===== config.mk =====
export PLATFORM = sky130hd
export DESIGN_NAME = control_unit_fsm
export DESIGN_NICKNAME = d
export VERILOG_FILES = /design/src/rtl/control_unit_fsm.sv
export SDC_FILE = /design/constraint.sdc
export NUM_CORES = 1
export LEC_CHECK = 0
export ABC_CLOCK_PERIOD_IN_PS = 3890
export BUFFER_PORTS_ARGS = -buffer_cell sky130_fd_sc_hd__buf_2
export CAP_MARGIN = 25
export CORE_MARGIN = 8
export CORE_UTILIZATION = 42
export DETAILED_ROUTE_END_ITERATION = 6
export PLACE_DENSITY = 0.84
export RECOVER_POWER = 50
export REMOVE_ABC_BUFFERS = 1
export SYNTH_ARGS = -nofsm -noshare
export SYNTH_HDL_FRONTEND = slang
export SYNTH_SLANG_ARGS = --single-unit

===== constraint.sdc =====
create_clock -name CLK -period 3.89 [get_ports CLK]
set_input_delay 0.1945 -clock CLK [delete_from_list [all_inputs] [get_ports CLK]]
set_output_delay 0.1945 -clock CLK [all_outputs]
set_load 0.01 [all_outputs]

===== src/rtl/control_unit_fsm.sv =====
// control_unit_fsm
// Multicycle processor control unit. A Moore FSM decodes the 4-bit opcode into
// datapath mux selects and write enables. It also supports single-level
// interrupt entry and return, and it latches a bit-reversed copy of the
// hardware interrupt lines ("Flipped") that software can read.
//
// Optional feature: macro INTERRUPT_EN.
//   defined   : interrupt entry/return, in-service flag, Flipped register
//   undefined : InterruptTrue=0, END always returns to FETCH, Flipped=0,
//               EPCWrite/FlippedWrite/InterruptWrite stay 0, and opcodes 13/14
//               decode to END
//
// Ports
//   CLK               in   clock, all state on rising edge
//   RST_N             in   synchronous active-low reset
//   Opcode[3:0]       in   instruction opcode field
//   InterruptIn       in   global interrupt enable/request
//   HardwareInterrupt in   per-line interrupt requests [7:0]
//   current_state     out  registered state [4:0]
//   next_state        out  combinational next state [4:0]
//   ALUOp .. FlippedWrite  out  datapath controls, decoded from current_state
//   InterruptTrue     out  combinational interrupt-pending
//   Flipped[7:0]      out  registered bit-reversed HardwareInterrupt
//
// state | meaning
//   0   | FETCH    read instruction, PC += 2
//   1   | DECODE   branch target precompute, dispatch on opcode
//   2   | RALU     register-register ALU op
//   3   | RWB      write ALU result to rd
//   4   | IALU     register-immediate ALU op
//   5   | ADDR     load/store address compute
//   6   | MEMRD    memory read
//   7   | LWB      write loaded data to rt
//   8   | MEMWR    memory write
//   9   | BEQ      branch if equal
//  10   | BNE      branch if not equal
//  11   | JUMP     jump
//  12   | JAL      jump and link to $ra
//  13   | JR       jump to register
//  14   | LUI      load upper immediate
//  15   | RETI     return from interrupt
//  16   | RDINT    read Flipped into rt
//  17   | IWB      write immediate result to rt
//  20   | INT_SAVE save PC to EPC, latch Flipped
//  21   | INT_VEC  jump to interrupt vector, mark in-service
module control_unit_fsm #(
  parameter logic [2:0] INT_VECTOR_SEL = 3'd5
) (
  input  logic       CLK,
  input  logic       RST_N,
  input  logic [3:0] Opcode,
  input  logic       InterruptIn,
  input  logic [7:0] HardwareInterrupt,
  output logic [4:0] current_state,
  output logic [4:0] next_state,
  output logic [3:0] ALUOp,
  output logic       MemWrite,
  output logic       MemRead,
  output logic [1:0] ALUSrcB,
  output logic       ALUSrcA,
  output logic       GRegWrite,
  output logic       SignExt,
  output logic       IRegWrite,
  output logic [2:0] IorD,
  output logic       PCWrite,
  output logic       PCWriteBeq,
  output logic       PCWriteBne,
  output logic [2:0] PCData,
  output logic [1:0] WriteData,
  output logic [1:0] WriteAddr,
  output logic [1:0] MemWriteData,
  output logic       EPCWrite,
  output logic       InterruptTrue,
  output logic [7:0] Flipped,
  output logic       InterruptWrite,
  output logic       FlippedWrite
);

  localparam logic [4:0] S_FETCH    = 5'd0;
  localparam logic [4:0] S_DECODE   = 5'd1;
  localparam logic [4:0] S_RALU     = 5'd2;
  localparam logic [4:0] S_RWB      = 5'd3;
  localparam logic [4:0] S_IALU     = 5'd4;
  localparam logic [4:0] S_ADDR     = 5'd5;
  localparam logic [4:0] S_MEMRD    = 5'd6;
  localparam logic [4:0] S_LWB      = 5'd7;
  localparam logic [4:0] S_MEMWR    = 5'd8;
  localparam logic [4:0] S_BEQ      = 5'd9;
  localparam logic [4:0] S_BNE      = 5'd10;
  localparam logic [4:0] S_JUMP     = 5'd11;
  localparam logic [4:0] S_JAL      = 5'd12;
  localparam logic [4:0] S_JR       = 5'd13;
  localparam logic [4:0] S_LUI      = 5'd14;
  localparam logic [4:0] S_RETI     = 5'd15;
  localparam logic [4:0] S_RDINT    = 5'd16;
  localparam logic [4:0] S_IWB      = 5'd17;
  localparam logic [4:0] S_INT_SAVE = 5'd20;
  localparam logic [4:0] S_INT_VEC  = 5'd21;

  // Instruction boundary: either start the interrupt sequence or fetch.
  logic [4:0] end_state;

`ifdef INTERRUPT_EN
  logic       in_service;
  logic [7:0] flipped_q;
  logic [7:0] hw_reversed;

  assign InterruptTrue = InterruptIn & (|HardwareInterrupt) & ~in_service;
  assign Flipped       = flipped_q;

  always_comb begin
    hw_reversed = 8'h00;
    for (int i = 0; i < 8; i++) begin
      hw_reversed[i] = HardwareInterrupt[7-i];
    end
  end
`else
  logic unused_int_inputs;

  assign unused_int_inputs = ^{InterruptIn, HardwareInterrupt};
  assign InterruptTrue     = 1'b0;
  assign Flipped           = 8'h00;
`endif

  assign end_state = InterruptTrue ? S_INT_SAVE : S_FETCH;

  always_ff @(posedge CLK) begin
    if (!RST_N) begin
      current_state <= S_FETCH;
`ifdef INTERRUPT_EN
      in_service    <= 1'b0;
      flipped_q     <= 8'h00;
`endif
    end else begin
      current_state <= next_state;
`ifdef INTERRUPT_EN
      if (FlippedWrite) begin
        flipped_q <= hw_reversed;
      end
      // The only two states that strobe InterruptWrite: INT_VEC sets, RETI clears.
      if (InterruptWrite) begin
        in_service <= (current_state == S_INT_VEC);
      end
`endif
    end
  end

  always_comb begin
    next_state = S_FETCH;
    case (current_state)
      S_FETCH:  next_state = S_DECODE;
      S_DECODE: begin
        case (Opcode)
          4'd0, 4'd1, 4'd2, 4'd3: next_state = S_RALU;
          4'd4:                   next_state = S_IALU;
          4'd5, 4'd6:             next_state = S_ADDR;
          4'd7:                   next_state = S_BEQ;
          4'd8:                   next_state = S_BNE;
          4'd9:                   next_state = S_JUMP;
          4'd10:                  next_state = S_JAL;
          4'd11:                  next_state = S_JR;
          4'd12:                  next_state = S_LUI;
`ifdef INTERRUPT_EN
          4'd13:                  next_state = S_RETI;
          4'd14:                  next_state = S_RDINT;
`endif
          default:                next_state = end_state;
        endcase
      end
      S_RALU:     next_state = S_RWB;
      S_RWB:      next_state = end_state;
      S_IALU:     next_state = S_IWB;
      S_ADDR:     next_state = (Opcode == 4'd5) ? S_MEMRD : S_MEMWR;
      S_MEMRD:    next_state = S_LWB;
      S_LWB:      next_state = end_state;
      S_MEMWR:    next_state = end_state;
      S_BEQ:      next_state = end_state;
      S_BNE:      next_state = end_state;
      S_JUMP:     next_state = end_state;
      S_JAL:      next_state = end_state;
      S_JR:       next_state = end_state;
      S_LUI:      next_state = S_IWB;
      S_RETI:     next_state = end_state;
      S_RDINT:    next_state = end_state;
      S_IWB:      next_state = end_state;
`ifdef INTERRUPT_EN
      S_INT_SAVE: next_state = S_INT_VEC;
      S_INT_VEC:  next_state = S_FETCH;
`endif
      default:    next_state = S_FETCH;
    endcase
  end

  always_comb begin
    ALUOp          = 4'd0;
    MemWrite       = 1'b0;
    MemRead        = 1'b0;
    ALUSrcB        = 2'd0;
    ALUSrcA        = 1'b0;
    GRegWrite      = 1'b0;
    SignExt        = 1'b0;
    IRegWrite      = 1'b0;
    IorD           = 3'd0;
    PCWrite        = 1'b0;
    PCWriteBeq     = 1'b0;
    PCWriteBne     = 1'b0;
    PCData         = 3'd0;
    WriteData      = 2'd0;
    WriteAddr      = 2'd0;
    MemWriteData   = 2'd0;
    EPCWrite       = 1'b0;
    InterruptWrite = 1'b0;
    FlippedWrite   = 1'b0;
    case (current_state)
      S_FETCH: begin
        MemRead   = 1'b1;
        IRegWrite = 1'b1;
        ALUSrcB   = 2'd1;
        PCWrite   = 1'b1;
      end
      S_DECODE: begin
        ALUSrcB = 2'd3;
        SignExt = 1'b1;
      end
      S_RALU: begin
        ALUSrcA = 1'b1;
        ALUOp   = {2'b00, Opcode[1:0]};
      end
      S_RWB: GRegWrite = 1'b1;
      S_IALU, S_ADDR: begin
        ALUSrcA = 1'b1;
        ALUSrcB = 2'd2;
        SignExt = 1'b1;
      end
      S_MEMRD: begin
        MemRead = 1'b1;
        IorD    = 3'd1;
      end
      S_LWB: begin
        GRegWrite = 1'b1;
        WriteData = 2'd1;
        WriteAddr = 2'd1;
      end
      S_MEMWR: begin
        MemWrite = 1'b1;
        IorD     = 3'd1;
      end
      S_BEQ: begin
        ALUSrcA    = 1'b1;
        ALUOp      = 4'd1;
        PCWriteBeq = 1'b1;
        PCData     = 3'd1;
      end
      S_BNE: begin
        ALUSrcA    = 1'b1;
        ALUOp      = 4'd1;
        PCWriteBne = 1'b1;
        PCData     = 3'd1;
      end
      S_JUMP: begin
        PCWrite = 1'b1;
        PCData  = 3'd2;
      end
      S_JAL: begin
        PCWrite   = 1'b1;
        PCData    = 3'd2;
        GRegWrite = 1'b1;
        WriteData = 2'd2;
        WriteAddr = 2'd2;
      end
      S_JR: begin
        PCWrite = 1'b1;
        PCData  = 3'd3;
      end
      S_LUI: begin
        ALUSrcB = 2'd2;
        ALUOp   = 4'd8;
      end
      S_RETI: begin
        PCWrite = 1'b1;
        PCData  = 3'd4;
`ifdef INTERRUPT_EN
        InterruptWrite = 1'b1;
`endif
      end
      S_RDINT: begin
        GRegWrite = 1'b1;
        WriteData = 2'd3;
        WriteAddr = 2'd1;
      end
      S_IWB: begin
        GRegWrite = 1'b1;
        WriteAddr = 2'd1;
      end
`ifdef INTERRUPT_EN
      S_INT_SAVE: begin
        EPCWrite     = 1'b1;
        FlippedWrite = 1'b1;
      end
      S_INT_VEC: begin
        PCWrite        = 1'b1;
        PCData         = INT_VECTOR_SEL;
        InterruptWrite = 1'b1;
      end
`endif
      default: ;
    endcase
  end

endmodule


### After elaboration in Yosys (flattened, before gate mapping)

Cells that the tools add are included.

* logic and storage cells: 63
* output and inout bits: 49
* flip-flop bits (word level): 5

* mux-type cells: 18
* reduce and logical (&&, ||, !) cells: 15
* equality and inequality tests: 29

Operator list (number)
* 5-bit by 4-bit equality test with 1-bit output, second input constant: 8
* 4-bit one-hot mux with 9 select lines: 1
* 5-bit one-hot mux with 6 select lines: 1
* 4-bit equality test, second input constant: 5
* 5-bit by 3-bit equality test with 1-bit output, second input constant: 4
* 4-bit by 3-bit equality test with 1-bit output, second input constant: 4
* 5-bit OR reduction: 3
* 2-bit one-hot mux with 3 select lines: 2
* 3-bit one-hot mux with 4 select lines: 1
* 4-bit one-hot mux with 3 select lines: 1
* 2-bit OR reduction: 6
* 5-bit by 2-bit equality test with 1-bit output, second input constant: 2
* 5-bit equality test, second input constant: 2
* 1-bit two-way mux: 10
* 3-bit OR reduction: 3
* 4-bit by 2-bit equality test with 1-bit output, second input constant: 2
* 5-bit by 1-bit equality test with 1-bit output, second input constant: 1
* 5-bit logical NOT: 1
* 4-bit by 1-bit equality test with 1-bit output, second input constant: 1
* 4-bit logical NOT: 1
* 4-bit two-way mux: 1
* 2-bit one-hot mux with 2 select lines: 1
* 4-bit OR reduction: 1

### Logic depth before layout (Yosys ltp)

* depth in word-level cells: 4
* mapped depth: 6
* gate-level depth less buffers: 4

### Worst setup path after synthesis

No wires, ideal clock.

* path kind: reg-to-reg
* start: register current_state[3]
* end: register current_state[3]
* clock period less this slack: 1.556 ns
* setup slack: 2.334 ns
* arrival: 1.496 ns
* path buffers: 1
* setup time: 0.060 ns
* stages on the path, launching flop included: 6
* required time: 3.830 ns
* cells stage by stage: dfxtp_1 -> buf_6 -> nor3b_4 -> mux2i_1 -> a2111oi_2 -> and2_1

* longest elaborated chain between the ends: 3
* elaborated cells between the ends (all ways): 9

RTL lines
* from (decl): RTL line 54 `output logic [4:0] current_state,`
* from (signal assigned): RTL line 135 `current_state <= next_state;`
* 5-bit by 3-bit equality test with 1-bit output or 5-bit by 4-bit equality test with 1-bit output (tied branches): RTL line 150 `case (current_state)`
* 2-bit OR reduction (no source line)
* 5-bit one-hot mux with 6 select lines (*): RTL line 150
* named net next_state[3]: RTL line 55 `output logic [4:0] next_state,`

The timed path passes the listed nets; every way through them passes the cells marked *.
A chain may end at the register's enable or synchronous reset.

### Worst setup path in the final report

* start: register current_state[2]
* end: output port next_state[3]

* longest elaborated chain between the ends: 3
* elaborated cells between the ends (all ways): 9

RTL lines (RTL line)
* 5-bit by 3-bit equality test with 1-bit output or 5-bit by 4-bit equality test with 1-bit output (tied branches): 150
* 2-bit OR reduction (no source line)
* 5-bit one-hot mux with 6 select lines (*): 150
* to (decl): 55

Every way passes the cells marked *; elsewhere a longest branch is shown, timed or not.

==> results list <==
- Type of the setup path with the least slack: reg2out
- The routed design uses 213 µm of met3 wire.
- The max-slew violation count is 0.
* Hold-fix buffers at CTS: 0
- Met1 wire length: 1.06 mm
* Highest routing layer actually used: met3
* Initial Util: 0.427
- Number of nets in the final layout: 170
- Level count of the clock H-tree: 1
- Fraction of synthesized cell area taken by the top area cell type: 0.159
- Placeable Area: 1880 µm²
* Fillers: 215
- Dividing the final minimum period by the clock period gives 0.623.
- Once placement completed, the tool counted placed cells totaling 177.
* Chip width: 59.7 µm
- Setup repair after global routing left no endpoint under its margin.
- Initial antenna violation count: 0
- The total overflow left after global routing is 0.
- Count of different cell masters after synthesis: 40
* Post-DR vias/cell: 4.98
* Post-DR wirelength/cell: 12.8 µm
- First-pass GRT wire length: 3.99 mm
- The worst hold path was traced through 2 stages.
- Entering global routing, the biggest net connects 24 pins.
* GPL Wtd Cong: 0.860
* Headroom to the max-slew limit: 0.520
* Floorplan die area: 3570 µm²
- In the final layout, the share of cells above drive strength 1 is 0.201.
- Residual DRC count: 0
* Avg Cell Area, Syn: 6.53 µm²
- Count of warnings emitted by yosys: 0
* Worst path required time: 3700 ps
- VDD sags by at most 0.195 mV.
- The finished cells cover 908 µm².
* Synth area leaders: buf_4 16%, dfxtp_1 12%, nor2_1 8.9%
* Fmax: 413 MHz
- The most common cell in the synthesized netlist is nor2_1.
* CTS tree: yes
- Static power due to leakage: 0.432 nW
* Worst Max-Slew Pin Slew: 719 ps
* Chain of cells forming the critical path: nor3b_1 > mux2i_1 > a2111oi_2 > buf_2
- Of the synthesized area, sequential elements account for 0.125.
- Via total after detailed routing: 902
- Of all flip-flops after synthesis, the portion carrying an async set or reset was 0.
* Final Instance Count excl. Fillers: 181
* Quantity of gates resized following cts: 0
* Most frequent cells after synthesis: 19 x nor2_1, 17 x buf_4, 10 x nand2_1
- Data on the critical path arrives at its endpoint at 2230 ps.
- Total number of clock tree sinks: 5
- Standard-cell rows: 16
- Hold/Removal Path Class: in2reg
- For this block, the initial DRC count from the detailed router was 11.
- Biggest registers after layout: current_state: 5 flops
* Crit. End Element: primary output
- Global routing usage summed across all routing layers: 0.134
- N_diodes: 0
- For this block, the routed nets add up to 2.33 mm of wire.
* Post-placement cell area: 910 µm²
- Master cell of the clock root buffer: clkbuf_4
- Summed instance area of the synthesized netlist: 803 µm²
- Worst path slowest cell: dfxtp_1
- Biggest register: current_state
- Cell taking the most area after synthesis: buf_4
* Clock slew at reported path FFs: 40 ps
- Vias in the first global route: 930
- Compared with the post-synthesis result, the final layout area differs by 13.1%.
- In this run the power density over the cells is 344 nW/µm².
* Setup tns final: 0 ps
* Total iterations of the first detailed-routing run: 4
- Cell count of the worst reg-to-reg path: 4
* Max FFs per register: 5
- STA classifies the critical path startpoint as a flop.
- Along the worst path, the maximum fanout reaches 15.
- Clock latency on the worst-skew pair, taken at its later pin, is 230 ps.
* Flops & latches, synth: 5
* Deepest clock path buffer count: 2
- Number of routed nets with antenna violations: 0
- The count of buffers added on input and output ports is 37.
- Ports placed on the boundary: 64
- In this run the vertical extent of the chip is 59.7 µm.
* Hold Violations, Final: 0
- Clock tree synthesis inserted a total of 3 buffers.
* Number of maximum-capacitance violations: 0
- In the detailed route, the total length drawn on met2 is 1.05 mm.
* Final worst path period need: 2420 ps
- Number of enable flip-flop cells after synthesis: 0
* Final Setup Violations: 0
- Delay of the slowest critical-path stage: 620 ps
- Clock Skews: 0.439 ps
- Buffers added to address setup during post-CTS repair amount to 0.
* Result of the run: finished clean
- Detailed placement finished with a half-perimeter wire length of 1.79 mm.
- Top_reg_cell synth: dfxtp_1
* Cells after synthesis: 123
[stage by stage]
step           hold slack (ps)  utilization  worst slack [ps]  total power, mW
2_1_floorplan              316            -              2190            0.192
3_3_place_gp               453        0.483              2000            0.257
3_5_place_dp               457        0.483              1970            0.261
4_1_cts                    217        0.497              1710            0.322
5_1_grt                    238        0.483              1310            0.341
6_report                   228        0.483              1470            0.312
[final timing paths]
check | slack, ps | to | from
max reg2reg | 1860 | current_state[3] | current_state[2]
min reg2reg | 740 | current_state[0] | current_state[4]
max | 1470 | next_state[3] | current_state[2]
min | 230 | current_state[4] | RST_N
[kinds of logic (layout without fill, tap and decap cells)]
kind of cell / count (synthesis) / in the layout / share of synthesized area
adders and majority gates: 2 / 2 / 0.0249
AOI/OAI and AO/OA: 25 / 25 / 0.223
other: 1 / 17 / 0.00467
muxes: 1 / 1 / 0.0125
xor gates and xnor gates: 1 / 1 / 0.0109
and+or+nand+nor: 58 / 58 / 0.366
buffers and inverters: 30 / 45 / 0.234
DFF: 5 / 5 / 0.125
[cells in the final DEF, fill, tap and decap left out, types with 2 or more instances in the layout]
master,netlist,layout
nand2_1,10,10
conb_1,1,17
clkbuf_1,3,14
nor2_1,19,19
inv_1,3,4
a21boi_0,0,2
or2_2,3,3
nand3b_1,2,2
clkbuf_4,0,3
nor3b_1,1,2
nand3_1,4,4
a211oi_1,5,5
dfxtp_1,5,5
nand2b_1,4,4
a21oi_1,6,6
maj3_1,2,2
buf_2,3,24
nor3_1,8,8
o21ai_0,2,2
[layer usage]
metal	up-vias	track usage
li1	458	-
met1	395	0.168
met2	49	0.223
met3	0	0.0301
met4	0	0.0306
met5	-	0
[critical path: cells and delay by family, from the launching register on]
family | cells | cell delay, ps
simple gates | 1 | 540
mux | 1 | 180
buf+inv | 1 | 200
flops | 1 | 620
compound gates | 1 | 450
[cell type report]
cell class,instances,area [µm²],area share
Timing Repair Buffer,37,169,0.186
Clock buffer,4,26.3,0.0289
Sequential cell,5,100,0.110
Tap cell,27,33.8,0.0372
Multi-Input combinational cell,104,564,0.621
Inverter,4,15.0,0.0165
[power breakdown]
group / internal, mW / switching [mW] / leakage, nW
clock network: 0.0386 / 0.0189 / 0.0150
registers: 0.0574 / 0.0299 / 0.0409
logic: 0.0681 / 0.0992 / 0.377
total: 0.164 / 0.148 / 0.432
(Power assumes the default switching activity.)
